==> src/rtl/alu_issue_buf.sv <==
// alu_issue_buf: EX-stage issue buffer in front of the ALU.
// Decodes ALUOp/funct into the 4-bit ALU control code, pairs it with both
// operands and holds up to two operations in order behind valid/ready
// handshakes. in_ready_o depends only on the stored count, so no ready path
// runs combinationally from the ALU side back to ID/EX.
module alu_issue_buf #(
  parameter int DATA_W = 32,
  parameter int CTRL_W = 4
) (
  input  logic              clk_i,
  input  logic              rst_i,
  input  logic              in_valid_i,
  output logic              in_ready_o,
  input  logic [2:0]        aluop_i,
  input  logic [5:0]        funct_i,
  input  logic [DATA_W-1:0] src1_i,
  input  logic [DATA_W-1:0] src2_i,
  input  logic              flush_i,
  output logic              out_valid_o,
  input  logic              out_ready_i,
  output logic [CTRL_W-1:0] ctrl_o,
  output logic [DATA_W-1:0] src1_o,
  output logic [DATA_W-1:0] src2_o,
  output logic              illegal_o
);

  localparam logic [CTRL_W-1:0] CTRL_AND = CTRL_W'(4'b0000);
  localparam logic [CTRL_W-1:0] CTRL_OR  = CTRL_W'(4'b0001);
  localparam logic [CTRL_W-1:0] CTRL_ADD = CTRL_W'(4'b0010);
  localparam logic [CTRL_W-1:0] CTRL_SUB = CTRL_W'(4'b0110);
  localparam logic [CTRL_W-1:0] CTRL_SLT = CTRL_W'(4'b0111);
  localparam logic [CTRL_W-1:0] CTRL_BAD = CTRL_W'(4'b1111);

  // One buffered operation: decoded control code plus operands.
  typedef struct packed {
    logic              illegal;
    logic [CTRL_W-1:0] ctrl;
    logic [DATA_W-1:0] src1;
    logic [DATA_W-1:0] src2;
  } entry_t;

  entry_t      r_entry0;   // head
  entry_t      r_entry1;   // second in line
  logic [1:0]  r_count;    // occupancy, 0..2

  entry_t      w_new;
  logic        w_push;
  logic        w_pop;

  assign in_ready_o  = (r_count < 2'd2);
  assign out_valid_o = (r_count != 2'd0);
  assign w_push      = in_valid_i & in_ready_o;
  assign w_pop       = out_valid_o & out_ready_i;

  assign ctrl_o      = r_entry0.ctrl;
  assign src1_o      = r_entry0.src1;
  assign src2_o      = r_entry0.src2;
  assign illegal_o   = r_entry0.illegal;

  // Decode ALUOp/funct of the incoming operation; undecodable ops map to 1111.
  always_comb begin
    // NOTE: defaults first so every path assigns every output and no latch is inferred.
    w_new.ctrl    = CTRL_BAD;
    w_new.illegal = 1'b1;
    w_new.src1    = src1_i;
    w_new.src2    = src2_i;
    case (aluop_i)
      3'b000: begin w_new.ctrl = CTRL_ADD; w_new.illegal = 1'b0; end
      3'b001: begin w_new.ctrl = CTRL_SUB; w_new.illegal = 1'b0; end
      3'b011: begin w_new.ctrl = CTRL_OR;  w_new.illegal = 1'b0; end
      3'b100: begin w_new.ctrl = CTRL_AND; w_new.illegal = 1'b0; end
      3'b101: begin w_new.ctrl = CTRL_SLT; w_new.illegal = 1'b0; end
      3'b010: begin
        case (funct_i)
          6'b100000: begin w_new.ctrl = CTRL_ADD; w_new.illegal = 1'b0; end
          6'b100010: begin w_new.ctrl = CTRL_SUB; w_new.illegal = 1'b0; end
          6'b100100: begin w_new.ctrl = CTRL_AND; w_new.illegal = 1'b0; end
          6'b100101: begin w_new.ctrl = CTRL_OR;  w_new.illegal = 1'b0; end
          6'b101010: begin w_new.ctrl = CTRL_SLT; w_new.illegal = 1'b0; end
          default: ;
        endcase
      end
      default: ;
    endcase
  end

  // Two-entry in-order buffer: push at the tail, pop shifts entry 1 into the head.
  always_ff @(posedge clk_i or posedge rst_i) begin
    if (rst_i) begin
      // NOTE: both entries are reset because the head outputs have defined reset values.
      r_entry0 <= '0;
      r_entry1 <= '0;
      r_count  <= 2'd0;
    end else if (flush_i) begin
      // Flush discards occupancy only; head data keeps its last value.
      r_count <= 2'd0;
    end else begin
      // NOTE: non-blocking assignments so all state updates see pre-edge values.
      case ({w_push, w_pop})
        2'b10: begin
          if (r_count == 2'd0) r_entry0 <= w_new;
          else                 r_entry1 <= w_new;
          r_count <= r_count + 2'd1;
        end
        2'b01: begin
          // Only shift when a second entry exists; otherwise the head holds its value.
          if (r_count == 2'd2) r_entry0 <= r_entry1;
          r_count <= r_count - 2'd1;
        end
        2'b11: begin
          // Only reachable with count=1: the new op replaces the departing head.
          r_entry0 <= w_new;
        end
        default: ;
      endcase
    end
  end

endmodule

==> config.mk <==
export PLATFORM = sky130hd
export DESIGN_NAME = alu_issue_buf
export DESIGN_NICKNAME = d
export VERILOG_FILES = /design/src/rtl/alu_issue_buf.sv
export SDC_FILE = /design/constraint.sdc
export NUM_CORES = 1
export LEC_CHECK = 0
export BUFFER_PORTS_ARGS = -buffer_cell sky130_fd_sc_hd__buf_4
export CORE_ASPECT_RATIO = 0.9
export CORE_MARGIN = 10
export CORE_UTILIZATION = 54
export DETAILED_ROUTE_END_ITERATION = 6
export GPL_TIMING_DRIVEN = 0
export PLACE_DENSITY = 0.78
export SYNTH_ARGS = -nofsm -noshare
export SYNTH_HDL_FRONTEND = slang
export SYNTH_SLANG_ARGS = --single-unit
==> constraint.sdc <==
create_clock -name clk_i -period 5.5 [get_ports clk_i]
set_input_delay 1.1 -clock clk_i [delete_from_list [all_inputs] [get_ports clk_i]]
set_output_delay 1.1 -clock clk_i [all_outputs]
set_load 0.05 [all_outputs]
Word level (Yosys, flattened, before mapping) --
Index checks and enable logic that the tools add are counted.
Storage, ports and cells: bits in registers 140, bits of input ports 78, output and inout port bits 71, word-level logic and storage cells 46
Operators by class: add/subtract/negate cells 2, magnitude comparators 1, equality and inequality tests 16, multiplexer cells 7, bitwise gates (word level) 4, reductions and logical operators 7
Operator list (count):
- 69-bit one-hot mux with 3 select lines | 1
- 69-bit 2-to-1 mux | 2
- 6-bit == test, second input constant | 5
- 5-bit one-hot mux with 6 select lines | 1
- 5-bit one-hot mux with 5 select lines | 1
- 2-bit == test, second input constant | 3
- 3-bit by 2-bit == test with 1-bit output, second input constant | 2
- 3-bit == test, second input constant | 2
- 3-bit nonzero test | 2
- 2-bit != test, second input constant | 2
- 2-bit one-hot mux with 2 select lines | 1
- 4-bit AND reduction | 1
- 3-bit by 1-bit == test with 1-bit output, second input constant | 1
- 3-bit zero test | 1
- 3-bit AND reduction | 1
- 2-bit by 1-bit adder with 2-bit output, second input constant | 1
- 1-bit AND | 2
- 2-bit by 1-bit == test with 1-bit output, second input constant | 1
- 2-bit zero test | 1
- 2-bit < comparator, second input constant | 1
- 2-bit 2-to-1 mux | 1
- 1-bit NOT | 2
- 2-bit nonzero test | 1
- 2-bit by 1-bit subtractor with 2-bit output, second input constant | 1

Logic depth before layout (Yosys ltp) --
Gate-level depths: netlist of the first run.
depth after elaboration 5, depth in mapped cells 6, gate-level depth less buffers 4

Worst setup path before layout of the first run --
OpenSTA, ideal clock, no wires.
kind in2reg, start point input in_valid_i, end point register r_entry0, in the netlist src2_o[0], setup time 0.127 ns, arrival time 2.218 ns, required time 5.373 ns, slack 3.155 ns, stages on the path 5, buffers on the path 1, path through nor2b_2 o21a_1 buf_6 mux2_2 mux2_1
On the way: longest elaborated chain between the ends 4, elaborated cells between the ends (all ways) 9, classes of those cells eq/ne (5); mux (1); bitwise (1); reduce/logical (2)
Ends and longest elaborated chain:
- start, declared | line 12 | input logic in_valid_i,
- 1-bit AND * | line 52 | assign w_push = in_valid_i & in_ready_o;
- 2-bit by 1-bit == test with 1-bit output or 2-bit == test (tied branches) | line 99 | case ({w_push, w_pop})
- 2-bit != test (no source line) or 3-bit nonzero test (tied branches)
- 4-bit AND reduction (no source line)
- end signal, assigned | line 101 | if (r_count == 2'd0) r_entry0 <= w_new;
- end signal, assigned | line 107 | if (r_count == 2'd2) r_entry0 <= r_entry1;
- end signal, assigned | line 112 | r_entry0 <= w_new;
- end, declared | line 42 | entry_t r_entry0;
Every way passes the cells marked *; elsewhere a longest branch is shown, timed or not. A chain may end at the register's enable or synchronous reset.

Worst setup path in the final report of the first run --
start point register r_count[1], end point output out_valid_o
On the way: longest elaborated chain between the ends 1
Ends and longest elaborated chain:
- start, declared | line 44 | logic [1:0] r_count;
- start signal, assigned | line 103 | r_count <= r_count + 2'd1;
- start signal, assigned | line 108 | r_count <= r_count - 2'd1;
- 2-bit nonzero test | line 51 | assign out_valid_o = (r_count != 2'd0);
- end, declared | line 19 | output logic out_valid_o,
No other way between the ends.

==> reports/results.txt, run 1 <==
Status: complete, no violations
Post-Synthesis Cells: 549
DR pass1 iterations: 6
Die H: 122 um
Yosys top cell by area: dfrtp_1
CTS tree: built
Final Max Slew Viols: 0
Area of the die: 16100 um^2
# DRC: 0
Skew final: 0.00646 ns
# diodes: 0
Vias: 4667
Syn Area/Cell: 11.3 um^2
Synth warn: 0
Register area share after synthesis: 0.559
Met1 Track Usage GR: 0.235
Root Driver: clkbuf_16
Period minus WS final: 2.49 ns
Final hold vios: 0
Placer Congestion: 0.771
WS Path Type: reg -> out
Max Cap Viol: 0
Vias in the first global route: 5051
Worst-Skew Late Latency: 0.41 ns
Most frequent cells after synthesis: nand2_1, dfrtp_1, mux2_2, mux2_1, clkbuf_1
Setup TNS: 0 ns
CORE AREA: 11000 um^2
Antenna-violating nets left: 0
Final Util: 0.737
Initial core utilization: 0.562
Worst Path Max Fanout: 8
Total power: 3.49 mW
First-pass GRT wire length: 25800 um
HPWL Detailed: 11500 um
Fmax: 0.402 GHz
# IOs: 149
Most common cell in the synthesized netlist: nand2_1
IO Port Bufs: 147
CP peak stage delay: 0.46 ns
Netlist cell types: 32
CP max stage cell: dfrtp_1
Most used DFF post-synth: dfrtp_1
Data required time of the worst path: 4.40 ns
Setup slack at placement: 2.68 ns
Crit share post-route: 0.452
Async S/R FF share, synth: 1.00
Hold_ws: 0.467 ns
EDFF count, synth: 0
Worst setup startpoint: r_count[1]
Critical Path End: out_valid_o
Worst-Margin Slew: 0.592 ns
Most used routing layer: met2
Routed wire length: 15700 um
Largest net degree at the start of global routing: 75
Final setup vio count: 0
Synth top area cells: dfrtp_1, mux2_2, nand2_1, mux2_1, buf_6
Reg2reg setup slack: 3.51 ns
Synth top area share: 0.559
First DRT Iteration DRCs: 308
Vias per Instance: 5.30
Clk slew on worst S/H paths: 0.06 ns
Share of layout cells above drive strength 1: 0.418
Drt wl/cell: 17.8 um
Resize count post-CTS: 0
Leak: 3.99 nW
Fillers: 791
Reg2reg end: src2_o[0]
Clock Tree Buf Depth: 2
CTS Hold Bufs: 0
Peak VDD IR: 0.000361 V
Reg2Reg Depth: 6
Crit. End Element: output port
Mapped Nets: 627
Worst path cell trace: or2_2, buf_4
Critical path arrival: 1.39 ns
Flops & latches, synth: 138
Post-CTS Setup Bufs: 0
Initial antenna violation count: 0
Area growth syn-to-layout: 31.1%
GR Util met3: 0.0799
Row count: 36
GRT met2 Usage: 0.326
GR Overflow Total: 0
Die width: 133 um
P per Cell Area: 431 nW/um^2
Setup slack after layout: 3.01 ns
Reg-to-reg startpoint: r_count[1]
Final nets: 794
Synth Cell Area: 6180 um^2
Crit start category: flip-flop
CTS Buf Count: 17
Relative slew slack: 0.606
GRT Resource Usage Total: 0.197
Htree depth: 4
Unrepaired setup endpoints after global routing: no
Num Clock Sinks: 138
Hold Crit Class: reg -> reg
Min-Delay Path Depth: 2
==> placed cells by master (no fill, tap or decap), types with 2 or more instances in the layout <==
cell          n
nand2_1     204
buf_4       149
dfrtp_1     138
mux2_2      102
mux2_1       26
clkbuf_16    17
clkbuf_1     12
buf_2         7
buf_6         7
clkinv_2      6
a211oi_1      5
buf_1         4
a21oi_1       4
a2bb2oi_1     4
nand2b_1      3
nor2b_1       3
inv_1         3
o211ai_1      3
o21ai_0       3
clkinvlp_4    3
bufinv_16     3
or3_1         2
nor4b_1       2
nand3_1       2
or2_2         2
==> flip-flops by register name, summed over array words and instances (netlist names) <==
register,count
r_count,2
r_entry1,68
src1_o,32
illegal_o,1
ctrl_o,3
src2_o,32
==> worst min path at each step <==
stage               slack (ns)    startpoint           end
floorplan                 0.44  r_entry1[12]  r_entry1[12]
global placement          0.45  r_entry1[27]  r_entry1[27]
detailed placement        0.46  r_entry1[25]  r_entry1[25]
CTS                       0.47  r_entry1[32]  r_entry1[32]
global route              0.50  r_entry1[38]  r_entry1[38]
finish                    0.47  r_entry1[32]  r_entry1[32]
==> area by class of cell <==
cell class	instances	area, um^2	area share
plain buffers	31	185	0.0229
clock buffers	19	443	0.0547
clock inverters	13	151	0.0187
inverters	4	20.0	0.00247
multi-input cells	376	2530	0.312
flip-flops and latches	138	3450	0.426
well taps	152	190	0.0235
repair buffers	148	1130	0.140
==> logic make-up (layout without fill, tap and decap cells) <==
logic type / Yosys count / count (layout) / synth area share
and+or+nand+nor: 224 / 224 / 0.147
muxes: 128 / 128 / 0.233
buffers and inverters: 35 / 215 / 0.0324
AOI/OAI and AO/OA: 24 / 24 / 0.0289
DFF: 138 / 138 / 0.559
==> per-stage QoR <==
| step | instances | area (um^2) |
|---|---|---|
| after floorplan | 549 | 6180 |
| after global placement | 848 | 7480 |
| after detailed placement | 849 | 7510 |
| after CTS | 881 | 8100 |
| after global routing | 881 | 8100 |
| final | 881 | 8100 |
==> power by group <==
part,leakage [nW],total (mW),switching (mW),internal [mW]
combinational,2.00,0.980,0.624,0.357
clock,0.288,1.13,0.414,0.720
sequential,1.70,1.38,0.133,1.25
==> per-layer routing <==
layer | routed length [um] | up-vias
li1 | - | 2165
met1 | 6550 | 2338
met2 | 7860 | 148
met3 | 1080 | 16
met4 | 165 | 0
met5 | 0 | -
==> worst max-delay path, delay by kind of cell, from the launching register on <==
kind	cells	cell delay (ns)
flip-flops	1	0.46
AND/OR/NAND/NOR	1	0.33
buffers and inverters	1	0.20
Note: power is estimated with default switching activity, not from simulation.
==> run 2: changes to the inputs <==
--- a/config.mk
+++ b/config.mk
@@ -5,6 +5,7 @@
 export SDC_FILE = /design/constraint.sdc
 export NUM_CORES = 1
 export LEC_CHECK = 0
+export ABC_AREA = 1
 export BUFFER_PORTS_ARGS = -buffer_cell sky130_fd_sc_hd__buf_4
 export CORE_ASPECT_RATIO = 0.9
 export CORE_MARGIN = 10
==> constraint.sdc (replaced) <==
create_clock -name clk_i -period 2.54 [get_ports clk_i]
set_input_delay 0.508 -clock clk_i [delete_from_list [all_inputs] [get_ports clk_i]]
set_output_delay 0.508 -clock clk_i [all_outputs]
set_load 0.05 [all_outputs]
==> reports/results.txt, run 2 <==
Async S/R FF share, synth: 1.00 (unchanged)
Total power: 11.5 mW (was 3.49 mW)
Mapped Nets: 866 (was 627)
HPWL Detailed: 11700 um (was 11500 um)
Net Sw Frac: 0.433 (was 0.335)
Area of the multi-input gates: 2050 um^2 (was 2530 um^2)
Reg2Reg Depth: 6 (unchanged)
Int Pwr: 6.53 mW (was 2.32 mW)
P per Cell Area: 1380 nW/um^2 (was 431 nW/um^2)
Largest Register: r_entry1 (unchanged)
First DRT Iteration DRCs: 399 (was 308)
Worst-Skew Late Latency: 0.41 ns (about the same)
Antenna-violating nets left: 0 (unchanged)
WS Path Type: reg -> reg (was reg -> out)
Clock share of power: 0.236 (was 0.324)
Final nets: 1036 (was 794)
Leak: 4.48 nW (was 3.99 nW)
Setup slack at placement: 0.562 ns (was 2.68 ns)
Fmax: 0.537 GHz
Fillers: 892 (was 791)
Setup TNS: 0 ns (unchanged)
Register area share after synthesis: 0.547 (was 0.559)
Resize count post-CTS: 0 (unchanged)
DR pass1 iterations: 5 (was 6)
Vias in the first global route: 5356 (was 5051)
CORE AREA: 11400 um^2 (was 11000 um^2)
Comb pwr share: 0.440 (was 0.281)
Die H: 123 um (was 122 um)
CTS tree: built (unchanged)
CP max stage cell: o21ai_2 (was dfrtp_1)
Synth top area cells: dfrtp_1, nand2_1, o21ai_0, inv_1, o21ai_1 (was dfrtp_1, mux2_2, nand2_1, mux2_1, buf_6)
First-pass GRT wire length: 26900 um (was 25800 um)
# diodes: 0 (unchanged)
Synth Cell Area: 6320 um^2 (was 6180 um^2)
Crit share post-route: 0.734
GR Overflow Total: 0 (unchanged)
CP peak stage delay: 0.44 ns (was 0.46 ns)
Vias per Instance: 4.96 (was 5.30)
Syn Area/Cell: 8.02 um^2 (was 11.3 um^2)
Worst Path Max Fanout: 10 (was 8)
FF+latch area: 3450 um^2 (unchanged)
Routed wire length: 16600 um (was 15700 um)
Row count: 37 (was 36)
Area of the die: 16400 um^2 (was 16100 um^2)
Htree depth: 4 (unchanged)
CTS Buf Count: 17 (unchanged)
Placer Congestion: 0.791 (was 0.771)
Initial core utilization: 0.552 (was 0.562)
Skew final: 0.00901 ns (was 0.00646 ns)
Flops & latches, synth: 138 (unchanged)
Hold Crit Class: in -> async (was reg -> reg)
EDFF count, synth: 0 (unchanged)
Most used cell, CP: nor2_4
Largest net degree at the start of global routing: 41 (was 75)
Post-Synthesis Cells: 788 (was 549)
Root Driver: clkbuf_16 (unchanged)
Clock Tree Buf Depth: 2 (unchanged)
Unrepaired setup endpoints after global routing: no (unchanged)
Most frequent cells after synthesis: nand2_1, inv_1, dfrtp_1, o21ai_0, o21ai_1 (was nand2_1, dfrtp_1, mux2_2, mux2_1, clkbuf_1)
Most common cell after layout, fill and taps aside: nand2_1 (unchanged)
Drt wl/cell: 14.7 um (was 17.8 um)
# IOs: 149 (unchanged)
Most used DFF post-synth: dfrtp_1 (unchanged)
# DRC: 0 (unchanged)
Reg-to-reg startpoint: r_count[0] (was r_count[1])
GRT Resource Usage Total: 0.202 (was 0.197)
Reg2reg setup slack: 0.68 ns (was 3.51 ns)
Period minus WS final: 1.86 ns
Vias: 5587 (was 4667)
Worst path cell trace: nor2_4, nor2_4, o21ai_2, clkbuf_1, nand2_1, o21ai_0 (was or2_2, buf_4)
NetSw: 4.98 mW (was 1.17 mW)
Area growth syn-to-layout: 32.0% (was 31.1%)
Crit start category: flip-flop (unchanged)
Max Cap Viol: 0 (unchanged)
Netlist cell types: 23 (was 32)
Max reg flops: 68 (unchanged)
Relative slew slack: 0.500 (was 0.606)
Worst-Margin Slew: 0.748 ns (was 0.592 ns)
Synth warn: 0 (unchanged)
Final setup vio count: 0 (unchanged)
Synth top area share: 0.547 (was 0.559)
Share of layout cells above drive strength 1: 0.230 (was 0.418)
Reg2reg end: src1_o[16] (was src2_o[0])
Status: complete, no violations (unchanged)
Data required time of the worst path: 2.86 ns (was 4.40 ns)
Num Clock Sinks: 138 (unchanged)
Most frequent cells in the layout: nand2_1, buf_4, inv_1, dfrtp_1, o21ai_0 (was nand2_1, buf_4, dfrtp_1, mux2_2, mux2_1)
Seq pwr share: 0.323 (was 0.395)
Final Max Slew Viols: 0 (unchanged)
Final hold vios: 0 (unchanged)
Most common cell in the synthesized netlist: nand2_1 (unchanged)
Clk slew on worst S/H paths: 0.06 ns (about the same)
Setup slack after layout: 0.676 ns (was 3.01 ns)
CTS Hold Bufs: 0 (unchanged)
Critical path arrival: 2.19 ns (was 1.39 ns)
Die width: 134 um (was 133 um)
Hold_ws: 0.218 ns (was 0.467 ns)
Peak VDD IR: 0.00117 V (was 0.000361 V)
Initial antenna violation count: 0 (unchanged)
Post-CTS Setup Bufs: 0 (unchanged)
Yosys top cell by area: dfrtp_1 (unchanged)
Crit. End Element: flip-flop (was output port)
IO Port Bufs: 148 (was 147)
==> run 2: cell count changes after synthesis, sizes merged, moves of 3 or more <==
cell | previous run | this run
o211ai | 3 | 0
nand2 | 204 | 222
nand2b | 4 | 0
buf | 20 | 29
nand3 | 2 | 11
clkbuf | 11 | 14
a2bb2oi | 4 | 0
o21ai | 4 | 201
mux2 | 128 | 0
nor2 | 1 | 14
nor2b | 4 | 0
inv | 4 | 147
a211oi | 5 | 0
==> run 2: routing by layer <==
metal  GRT usage  wire length, um
met1       0.266             7410
met2       0.318             7910
met3      0.0625             1190
met4      0.0571               96
met5           0                0
==> run 2: area by class of cell <==
type / count / area share
sequential: 138 / 0.414
multi-input combinational: 460 / 0.246
timing repair buffer: 151 / 0.140
inverter: 147 / 0.0666
clock buffer: 18 / 0.0515
buffer: 43 / 0.0309
clock inverter: 14 / 0.0264
tap: 156 / 0.0234
==> run 2: per-stage QoR <==
stage          cells   util  area [um^2]
3_3_place_gp    1092  0.667         7630
5_1_grt         1127  0.729         8340
4_1_cts         1127  0.729         8340
2_1_floorplan    788      -         6320
6_report        1127  0.729         8340
3_5_place_dp    1095  0.672         7690
==> run 2: worst max-delay path by stage <==
| stage | startpoint | end | slack [ns] | cells after the start |
|---|---|---|---|---|
| after CTS | r_count[0] | src1_o[22] | 0.64 | 6 |
| after global placement | rst_i | src2_o[24] | -0.55 | 2 |
| final | r_count[0] | src1_o[16] | 0.68 | 6 |
| after global routing | r_count[0] | src1_o[19] | 0.47 | 6 |
| after detailed placement | out_ready_i | src1_o[22] | 0.56 | 7 |
| after floorplan | rst_i | ctrl_o[0] | 0.31 | 1 |
==> run 2: power groups by stage <==
stage | registers, mW | clock network (mW) | logic [mW]
final | 3.72 | 2.72 | 5.07
after CTS | 3.71 | 2.75 | 5.12
after global placement | 3.70 | 0 | 5.00
after global routing | 3.81 | 2.85 | 5.52
after detailed placement | 3.72 | 0 | 5.08
after floorplan | 5.41 | 0 | 1.79
==> run 2: cell families after synthesis <==
kind of cell              after synthesis  share of synthesized area
DFF                                   138                      0.547
AOI/OAI and AO/OA                     207                      0.165
buffers and inverters                 190                      0.128
xor gates and xnor gates                1                    0.00139
and+or+nand+nor                       252                      0.159
==> run 2: worst max-delay path, delay by kind of cell (launching register included) <==
kind / cells / cell delay, ns
AO/OA/AOI/OAI: 2 / 0.55
buffers and inverters: 1 / 0.44
flip-flops: 1 / 0.43
AND/OR/NAND/NOR: 3 / 0.36
